===== config.mk =====
export PLATFORM = sky130hd
export DESIGN_NAME = fu_mult_pipe_flat
export DESIGN_NICKNAME = d
export VERILOG_FILES = /design/src/rtl/fu_mult_pipe_if.sv /design/src/rtl/fu_mult_pipe.sv /design/src/flat_wrapper.sv
export SDC_FILE = /design/constraint.sdc
export NUM_CORES = 2
export LEC_CHECK = 0
export ABC_AREA = 1
export BUFFER_PORTS_ARGS = -buffer_cell sky130_fd_sc_hd__clkbuf_2
export CAP_MARGIN = 20
export CELL_PAD_IN_SITES_DETAIL_PLACEMENT = 1
export CELL_PAD_IN_SITES_GLOBAL_PLACEMENT = 1
export CORE_AREA = 5 5 399 441
export CTS_BUF_LIST = sky130_fd_sc_hd__clkbuf_16
export CTS_CLUSTER_SIZE = 16
export DETAILED_ROUTE_END_ITERATION = 16
export DIE_AREA = 0 0 404 446
export PLACE_DENSITY = 0.8
export SYNTH_ARGS = -nofsm -noshare
export SYNTH_HDL_FRONTEND = slang
export SYNTH_SLANG_ARGS = --single-unit
export TNS_END_PERCENT = 30

===== constraint.sdc =====
create_clock -name clock -period 25.5 [get_ports clock]
set_clock_uncertainty 0.15 [all_clocks]
set_input_delay 2.55 -clock clock [delete_from_list [all_inputs] [get_ports clock]]
set_output_delay 2.55 -clock clock [all_outputs]
set_load 0.01 [all_outputs]

===== src/rtl/fu_mult_pipe_if.sv =====
// Issue-lane / completion-bus bundle for the pipelined multiply unit.
// master = issue FIFO and CDB side, slave = the functional unit.
interface fu_mult_pipe_if #(
  parameter int PR_W  = 6,
  parameter int ROB_W = 5
);
  typedef struct packed {
    logic             valid;
    logic [1:0]       op_sel;
    logic [31:0]      r1_value;
    logic [31:0]      r2_value;
    logic [PR_W-1:0]  dest_pr;
    logic [ROB_W-1:0] rob_entry;
  } issue_fu_packet_t;

  issue_fu_packet_t fu_pckt_in;
  logic             rd_en;
  logic             complete_grant;
  logic             result_valid;
  logic [31:0]      result_value;
  logic [PR_W-1:0]  result_pr;
  logic [ROB_W-1:0] result_rob;

  modport master (
    output fu_pckt_in, complete_grant,
    input  rd_en, result_valid, result_value, result_pr, result_rob
  );

  modport slave (
    input  fu_pckt_in, complete_grant,
    output rd_en, result_valid, result_value, result_pr, result_rob
  );
endinterface


===== src/rtl/fu_mult_pipe.sv =====
// Multi-stage shift-and-add multiplier (MUL/MULH/MULHSU/MULHU) with whole-pipe stall.
// Optional flush port enabled by defining FU_MULT_SQUASH_EN.
module fu_mult_pipe #(
  parameter int NUM_STAGE = 4,
  parameter int PR_W      = 6,
  parameter int ROB_W     = 5
) (
  input  logic clock,
  input  logic reset,
`ifdef FU_MULT_SQUASH_EN
  input  logic squash,
`endif
  fu_mult_pipe_if.slave bus
);
  localparam int BITS = 64 / NUM_STAGE;
  localparam int LAST = NUM_STAGE - 1;
  localparam logic [1:0] OP_MUL    = 2'd0;
  localparam logic [1:0] OP_MULH   = 2'd1;
  localparam logic [1:0] OP_MULHSU = 2'd2;
  localparam logic [1:0] OP_MULHU  = 2'd3;

  logic             valid_reg  [NUM_STAGE];
  logic [63:0]      sum_reg    [NUM_STAGE];
  logic [63:0]      mcand_reg  [NUM_STAGE];
  logic [63:0]      mplier_reg [NUM_STAGE];
  logic [1:0]       op_reg     [NUM_STAGE];
  logic [PR_W-1:0]  pr_reg     [NUM_STAGE];
  logic [ROB_W-1:0] rob_reg    [NUM_STAGE];

  logic             valid_next  [NUM_STAGE];
  logic [63:0]      sum_next    [NUM_STAGE];
  logic [63:0]      mcand_next  [NUM_STAGE];
  logic [63:0]      mplier_next [NUM_STAGE];
  logic [1:0]       op_next     [NUM_STAGE];
  logic [PR_W-1:0]  pr_next     [NUM_STAGE];
  logic [ROB_W-1:0] rob_next    [NUM_STAGE];

  logic        stall;
  logic        flush;
  logic [63:0] in_mcand;
  logic [63:0] in_mplier;

  assign stall = valid_reg[LAST] & ~bus.complete_grant;
`ifdef FU_MULT_SQUASH_EN
  assign flush = squash;
`else
  assign flush = 1'b0;
`endif
  assign bus.rd_en = ~reset & ~stall & ~flush;

  // Extending to 64 bits makes the truncated product equal the exact 33x33 product mod 2^64.
  always_comb begin
    in_mcand  = {{32{bus.fu_pckt_in.r1_value[31]}}, bus.fu_pckt_in.r1_value};
    in_mplier = {{32{bus.fu_pckt_in.r2_value[31]}}, bus.fu_pckt_in.r2_value};
    if (bus.fu_pckt_in.op_sel == OP_MULHU)
      in_mcand = {32'd0, bus.fu_pckt_in.r1_value};
    if (bus.fu_pckt_in.op_sel == OP_MULHU || bus.fu_pckt_in.op_sel == OP_MULHSU)
      in_mplier = {32'd0, bus.fu_pckt_in.r2_value};
  end

  genvar gi;
  generate
    for (gi = 0; gi < NUM_STAGE; gi++) begin : g_stage
      logic             src_valid;
      logic [63:0]      src_sum;
      logic [63:0]      src_mcand;
      logic [63:0]      src_mplier;
      logic [1:0]       src_op;
      logic [PR_W-1:0]  src_pr;
      logic [ROB_W-1:0] src_rob;
      logic [63:0]      chunk;

      if (gi == 0) begin : g_head
        assign src_valid  = bus.rd_en & bus.fu_pckt_in.valid;
        assign src_sum    = 64'd0;
        assign src_mcand  = in_mcand;
        assign src_mplier = in_mplier;
        assign src_op     = bus.fu_pckt_in.op_sel;
        assign src_pr     = bus.fu_pckt_in.dest_pr;
        assign src_rob    = bus.fu_pckt_in.rob_entry;
      end else begin : g_body
        assign src_valid  = valid_reg[gi-1];
        assign src_sum    = sum_reg[gi-1];
        assign src_mcand  = mcand_reg[gi-1];
        assign src_mplier = mplier_reg[gi-1];
        assign src_op     = op_reg[gi-1];
        assign src_pr     = pr_reg[gi-1];
        assign src_rob    = rob_reg[gi-1];
      end

      // Each stage consumes the next BITS multiplier bits against the pre-shifted multiplicand.
      assign chunk           = 64'(src_mplier[BITS-1:0]);
      assign valid_next[gi]  = src_valid;
      assign sum_next[gi]    = src_sum + src_mcand * chunk;
      assign mcand_next[gi]  = src_mcand << BITS;
      assign mplier_next[gi] = src_mplier >> BITS;
      assign op_next[gi]     = src_op;
      assign pr_next[gi]     = src_pr;
      assign rob_next[gi]    = src_rob;
    end
  endgenerate

  always_ff @(posedge clock) begin
    if (reset) begin
      for (int i = 0; i < NUM_STAGE; i++) begin
        valid_reg[i]  <= 1'b0;
        sum_reg[i]    <= '0;
        mcand_reg[i]  <= '0;
        mplier_reg[i] <= '0;
        op_reg[i]     <= '0;
        pr_reg[i]     <= '0;
        rob_reg[i]    <= '0;
      end
    end else if (flush) begin
      for (int i = 0; i < NUM_STAGE; i++)
        valid_reg[i] <= 1'b0;
    end else if (!stall) begin
      for (int i = 0; i < NUM_STAGE; i++) begin
        valid_reg[i]  <= valid_next[i];
        sum_reg[i]    <= sum_next[i];
        mcand_reg[i]  <= mcand_next[i];
        mplier_reg[i] <= mplier_next[i];
        op_reg[i]     <= op_next[i];
        pr_reg[i]     <= pr_next[i];
        rob_reg[i]    <= rob_next[i];
      end
    end
  end

  assign bus.result_valid = valid_reg[LAST];

  always_comb begin
    bus.result_value = 32'd0;
    bus.result_pr    = '0;
    bus.result_rob   = '0;
    if (valid_reg[LAST]) begin
      bus.result_value = (op_reg[LAST] == OP_MUL) ? sum_reg[LAST][31:0] : sum_reg[LAST][63:32];
      bus.result_pr    = pr_reg[LAST];
      bus.result_rob   = rob_reg[LAST];
    end
  end
endmodule


===== src/flat_wrapper.sv =====
// flat-port wrapper written by rule: the top's interface ports become plain ports
module fu_mult_pipe_flat 
#(
  parameter int NUM_STAGE = 4,
  parameter int PR_W      = 6,
  parameter int ROB_W     = 5
)
  (clock, reset, bus_fu_pckt_in, bus_complete_grant, bus_rd_en, bus_result_valid, bus_result_value, bus_result_pr, bus_result_rob);
  fu_mult_pipe_if #(.PR_W(PR_W), .ROB_W(ROB_W)) bus_i ();
  input  logic clock;
  input  logic reset;
  input wire logic [$bits(bus_i.fu_pckt_in)-1:0] bus_fu_pckt_in;
  input wire logic [$bits(bus_i.complete_grant)-1:0] bus_complete_grant;
  output wire logic [$bits(bus_i.rd_en)-1:0] bus_rd_en;
  output wire logic [$bits(bus_i.result_valid)-1:0] bus_result_valid;
  output wire logic [$bits(bus_i.result_value)-1:0] bus_result_value;
  output wire logic [$bits(bus_i.result_pr)-1:0] bus_result_pr;
  output wire logic [$bits(bus_i.result_rob)-1:0] bus_result_rob;
  assign bus_i.fu_pckt_in = bus_fu_pckt_in;
  assign bus_i.complete_grant = bus_complete_grant;
  assign bus_rd_en = bus_i.rd_en;
  assign bus_result_valid = bus_i.result_valid;
  assign bus_result_value = bus_i.result_value;
  assign bus_result_pr = bus_i.result_pr;
  assign bus_result_rob = bus_i.result_rob;
  fu_mult_pipe #(.NUM_STAGE(NUM_STAGE), .PR_W(PR_W), .ROB_W(ROB_W)) u_core (.clock(clock), .reset(reset), .bus(bus_i));
endmodule

Word-level counts from Yosys, hierarchy flattened
Memories as Yosys holds them, arrays and structs flattened.
Cells that the tools add are included.
- eq/ne operators: 2
- $add $sub $neg: 3
- muxes and demuxes: 39
- reduce and logical (&&, ||, !) cells: 2
- multipliers: 4
- bitwise operators: 34
- operators with widths (operator ; number):
    $mux W48 ; 8
    $mux W64 ; 6
    $mul A64 B16 Y64 ; 4
    $add A64 B64 Y64 ; 3
    $mux W32 ; 2
    $mux W6 ; 5
    $or A1 B1 Y1 ; 28
    $mux W5 ; 5
    $mux W1 ; 9
    $mux W2 ; 4
    $eq A2 B2 Y1 const B ; 2
    $and A1 B1 Y1 ; 3
    $not A1 Y1 ; 3
    $logic_not A2 Y1 ; 1
    $logic_or A1 B1 Y1 ; 1
- bits in writable memories: 696
- register bits: 0
- output and inout port bits: 45
- bits of input ports: 81
- word-level logic and storage cells: 91
- memories: 7
- memories (memory ; words ; width ; read ports ; clocked after memory_dff ; wr ports ; RTL line ; RTL):
    u_core.sum_reg ; 4 ; 64 ; 4 ; 0 ; 4 ; fu_mult_pipe.sv:23 ; logic [63:0] sum_reg [NUM_STAGE];
    u_core.mcand_reg ; 4 ; 48 ; 3 ; 0 ; 4 ; fu_mult_pipe.sv:24 ; logic [63:0] mcand_reg [NUM_STAGE];
    u_core.mplier_reg ; 4 ; 48 ; 3 ; 0 ; 4 ; fu_mult_pipe.sv:25 ; logic [63:0] mplier_reg [NUM_STAGE];
    u_core.pr_reg ; 4 ; 6 ; 4 ; 0 ; 4 ; fu_mult_pipe.sv:27 ; logic [PR_W-1:0] pr_reg [NUM_STAGE];
    u_core.rob_reg ; 4 ; 5 ; 4 ; 0 ; 4 ; fu_mult_pipe.sv:28 ; logic [ROB_W-1:0] rob_reg [NUM_STAGE];
    u_core.op_reg ; 4 ; 2 ; 4 ; 0 ; 4 ; fu_mult_pipe.sv:26 ; logic [1:0] op_reg [NUM_STAGE];
    1 more memories ; - ; - ; - ; - ; - ; - ;

Longest topological paths before layout
- depth in word-level cells: 6
- depth in mapped cells: 30
- mapped depth without buffers: 29

Worst setup path after synthesis
No wires, ideal clock.
- path type: in2reg
- from: input port bus_complete_grant
- to: memory u_core.mcand_reg[0][0] (netlist bit) (enable)
- library setup time: 3.974 ns
- slack: 9.802 ns
- cell stages on the path: 2
- arrival: 11.574 ns
- required time: 21.376 ns
- path buffers: 0
- path through: inv_1 nand3b_1
- RTL lines (element ; RTL line ; RTL):
    start, declared ; flat_wrapper.sv:13 ; input wire logic [$bits(bus_i.complete_grant)-1:0] bus_complete_grant;
    end, declared ; fu_mult_pipe.sv:24 ;

==> impl_summary.md <==
Status
The run finished with clean final reports.

Clocking
Buffers inserted during clock tree synthesis total between 40 and 50. The tree is rooted in a clkbuf_16. The total number of H-tree levels is 2. TritonCTS built the clock tree. The clock latency reported for the late side of the worst-skew pair is roughly 0.69 ns. The number of sinks on the clock net is 412.

Post-CTS repair changed the size of 0 cells. After clock tree synthesis, the clock-pin slew on the worst setup and hold paths is around 0.070 ns. The setup fix buffers added after clock tree synthesis is 0. Hold repair after CTS inserted 0 buffers. The maximum buffer depth of the clock tree is 3.

Detailed routing
The length of the first detailed-routing pass in iterations is 5. After detailed routing, the number of remaining DRC violations is 0. The via-per-instance ratio is between 4 and 5.

In this run, the number of DRC markers left after iteration 0 of detailed routing was 2818. After detailed routing, the total wire length is between 200 and 250 mm. For this block, the via count after detailed routing is approximately 52000. After detailed routing, the average wire length per cell comes to roughly 20 um. The detail route stage leaves a number of antenna-violating nets equal to 0.

Timing
The worst-case hold slack is ~0.38 ns. Once routing completed, OpenROAD measured the worst setup slack at 16.25 ns. The number of failing hold endpoints at the final stage came to 0. The final period utilization is 36.3%.

For the pin with the worst max-slew slack, the measured transition is 1.04 ns. Setup violations remaining at the end of the flow were counted as 0. In this run the tightest slew margin relative to its limit is a little under a third. Based on the critical path, the design can be clocked at up to ~110 MHz. The final max-slew violation count is 0. Setup repair after global routing left no endpoint under its margin. The setup TNS is 0 ns. The routed design could run at a clock period as short as approximately 9.3 ns.

Synthesis
When the netlist entered floorplanning its net count stood at about 10000. The portion of synthesized cell area occupied by the leading cell type is between 40% and 50%. The sequential element share of the synthesized area is a little under a fifth. The post-synthesis async set-or-reset flop share is 0%. The synthesized area per cell is just over 8 um^2.

The cell area that synthesis handed to floorplanning was between 60000 and 70000 um^2. The unique cell type count in the Yosys netlist is 40. The synthesized design contains just over 400 register bits. The synthesized instance count is 8261. The predominant post-synthesis flop cell is edfxtp_1. The number of enable-type register cells in the synthesized netlist is 412. Sorting the synthesized cells by how often they occur yields inv_1 (2614), nand2_1 (1887), fa_1 (1366), nor2_1 (665), edfxtp_1 (412). Yosys printed 0 warnings. The post-synthesis cell type with the largest combined area is fa_1. The most numerous cell in the Yosys netlist is inv_1. Ranked by total cell area, the synthesized netlist is headed by fa_1 (40%), edfxtp_1 (18%), inv_1 (14%).

Min path
The worst hold path passes through 2 cells. The kind of path behind the tightest hold check is flip-flop to flip-flop. The hold path endpoint is u_core.sum_reg[0][72]. The startpoint of the most critical hold path is u_core.sum_reg[0][8].

Worst setup path
The critical path startpoint category is an input port. The endpoint identified for the worst register-to-register timing path is u_core.sum_reg[0][125]. The launching point of the worst reg2reg path is u_core.mplier_reg[0][2].

The setup check on the worst reg-to-reg path leaves a slack of between 15 and 20 ns. STA puts the critical path data arrival time at approximately 9.5 ns. The cell at the slowest stage of the critical path is nand2_1.

The classification of the worst setup path is input port to flip-flop. In this run the worst path has a maximum fanout of 11. Measured in cells, the most critical reg-to-reg path has a length of 23. The peak per-stage delay on the critical path is a little over 0.7 ns.

The cell seen most often among critical-path stages is nand2_1. The worst path required time is around 26 ns. The worst setup path is captured at a flip-flop.

Cells and area
Summing all multi-input logic gate instances after layout gives roughly 45000 um^2. Compared with the post-synthesis result, the final layout area differs by 6.33%. The final standard cell count with taps included and fillers excluded is roughly 10000. The number of filler instances in the final layout is 20776.

Cells with a size suffix above 1 make up ~3.4% of the layout. The register with the most flip-flops in the layout has 256 of them. The final layout contains slightly below 10000 nets. Summing all flip-flop and latch instances after layout gives approximately 12000 um^2.

Placed design
The congestion estimate from routability-driven global placement came to about 0.95. Buffers placed on the I/O ports in this run total approximately 130. Once placement completed, the tool counted placed cells totaling 10379. OpenSTA, run right after detailed placement, puts the worst setup slack at roughly 16 ns.

The placed wire-length estimate is around 180 mm.

Floorplanning
approximately 130 I/O pins were placed. The floorplan die height is 446 um. The row count is between 150 and 200.

For this configuration, the core starts out at a cell density of approximately 40%. The die is roughly 400 um wide. The die covers roughly 180000 um^2. The floorplan step defined a core boundary enclosing about 170000 um^2.

GRT
Entering global routing, the biggest net connects 183 pins. The via count of the first global-routing pass is between 60000 and 70000. The all-layer global routing usage is a little under a quarter. The total congestion overflow after global routing is 0. The number of antenna violations at the first check in global routing is 5. The wire length of the first global-routing pass is roughly 340 mm.

Flow run
The tool flagged a number of max-cap violations equal to 0.
## worst max path at each step
stage                  startpoint                endpoint  slack, ns
3_5_place_dp   bus_fu_pckt_in[76]   u_core.sum_reg[0][47]      15.50
2_1_floorplan  bus_complete_grant  u_core.mcand_reg[0][0]       9.80
5_1_grt        bus_fu_pckt_in[76]   u_core.sum_reg[0][47]      15.71
4_1_cts        bus_fu_pckt_in[76]   u_core.sum_reg[0][47]      16.19
6_report       bus_fu_pckt_in[76]   u_core.sum_reg[0][47]      16.25
3_3_place_gp   bus_fu_pckt_in[76]   u_core.sum_reg[0][53]      15.75
## worst max-delay path, delay by kind of cell
family                     cells  cell delay, ns
and+or+nand+nor               13            2.42
buffers and inverters          6            0.88
adders and majority gates      7            3.63
## layout make-up
class	count	share of cell area, %
Clock inverter	41	0.726
Timing Repair Buffer	164	1.32
Tap cell	2268	3.93
Antenna cell	2	0.00693
Clock buffer	47	1.63
Sequential cell	412	17.1
Multi-Input combinational cell	4919	61.6
Inverter	2617	13.6
## cell families (layout without fill, tap and decap cells)
| logic type | Yosys count | after routing | synth area share [%] |
|---|---|---|---|
| XOR/XNOR | 20 | 20 | 0.258 |
| flip-flops | 412 | 412 | 18.2 |
| buffers and inverters | 2930 | 2869 | 16.3 |
| AND/OR/NAND/NOR | 2753 | 2753 | 15.7 |
| adder cells (fa/ha/maj) | 1649 | 1649 | 45.5 |
| other | 0 | 2 | 0 |
| AO/OA/AOI/OAI | 497 | 497 | 4.05 |
## layer usage
layer / vias to the layer above / routed length [um] / track usage, %
met1: 26920 / 80300 / 27.2
met3: 498 / 8660 / 2.44
li1: 23193 / - / -
met4: 2 / 10200 / 10.3
met2: 1301 / 113000 / 45.4
met5: - / 12 / 0
## through the flow
stage | cell area [um^2] | util (%)
global placement | 70500 | 41.1
global route | 72200 | 42.1
floorplan | 67900 | -
CTS | 72200 | 42.1
finish | 72200 | 42.1
detailed placement | 70500 | 41.1
## cells in the final DEF, fill, tap and decap left out, types with 3 or more instances in the layout
cell           n
inv_1       2617
nand2_1     1887
fa_1        1366
nor2_1       664
edfxtp_1     412
ha_1         283
a21oi_1      234
o21ai_0      161
clkbuf_2     125
nand3_1      119
clkbuf_16     47
buf_4         37
nor3_1        32
o21a_1        30
o21bai_1      25
nand4_1       20
xnor2_1       11
a21o_1        11
xor2_1         9
a21boi_0       8
clkinv_2       8
bufinv_16      8
nand3b_1       7
nor2_2         6
nand3_2        6
a31oi_1        5
o21ai_1        5
o211ai_1       5
clkinv_1       5
clkinvlp_4     5
or2_2          4
inv_6          4
inv_8          3
inv_2          3
o21ai_2        3
nand2_2        3
clkinv_16      3
Power is left out: the tool's default activity adds up to more than one toggle a clock period on the data nets, which glitch-free logic cannot reach.
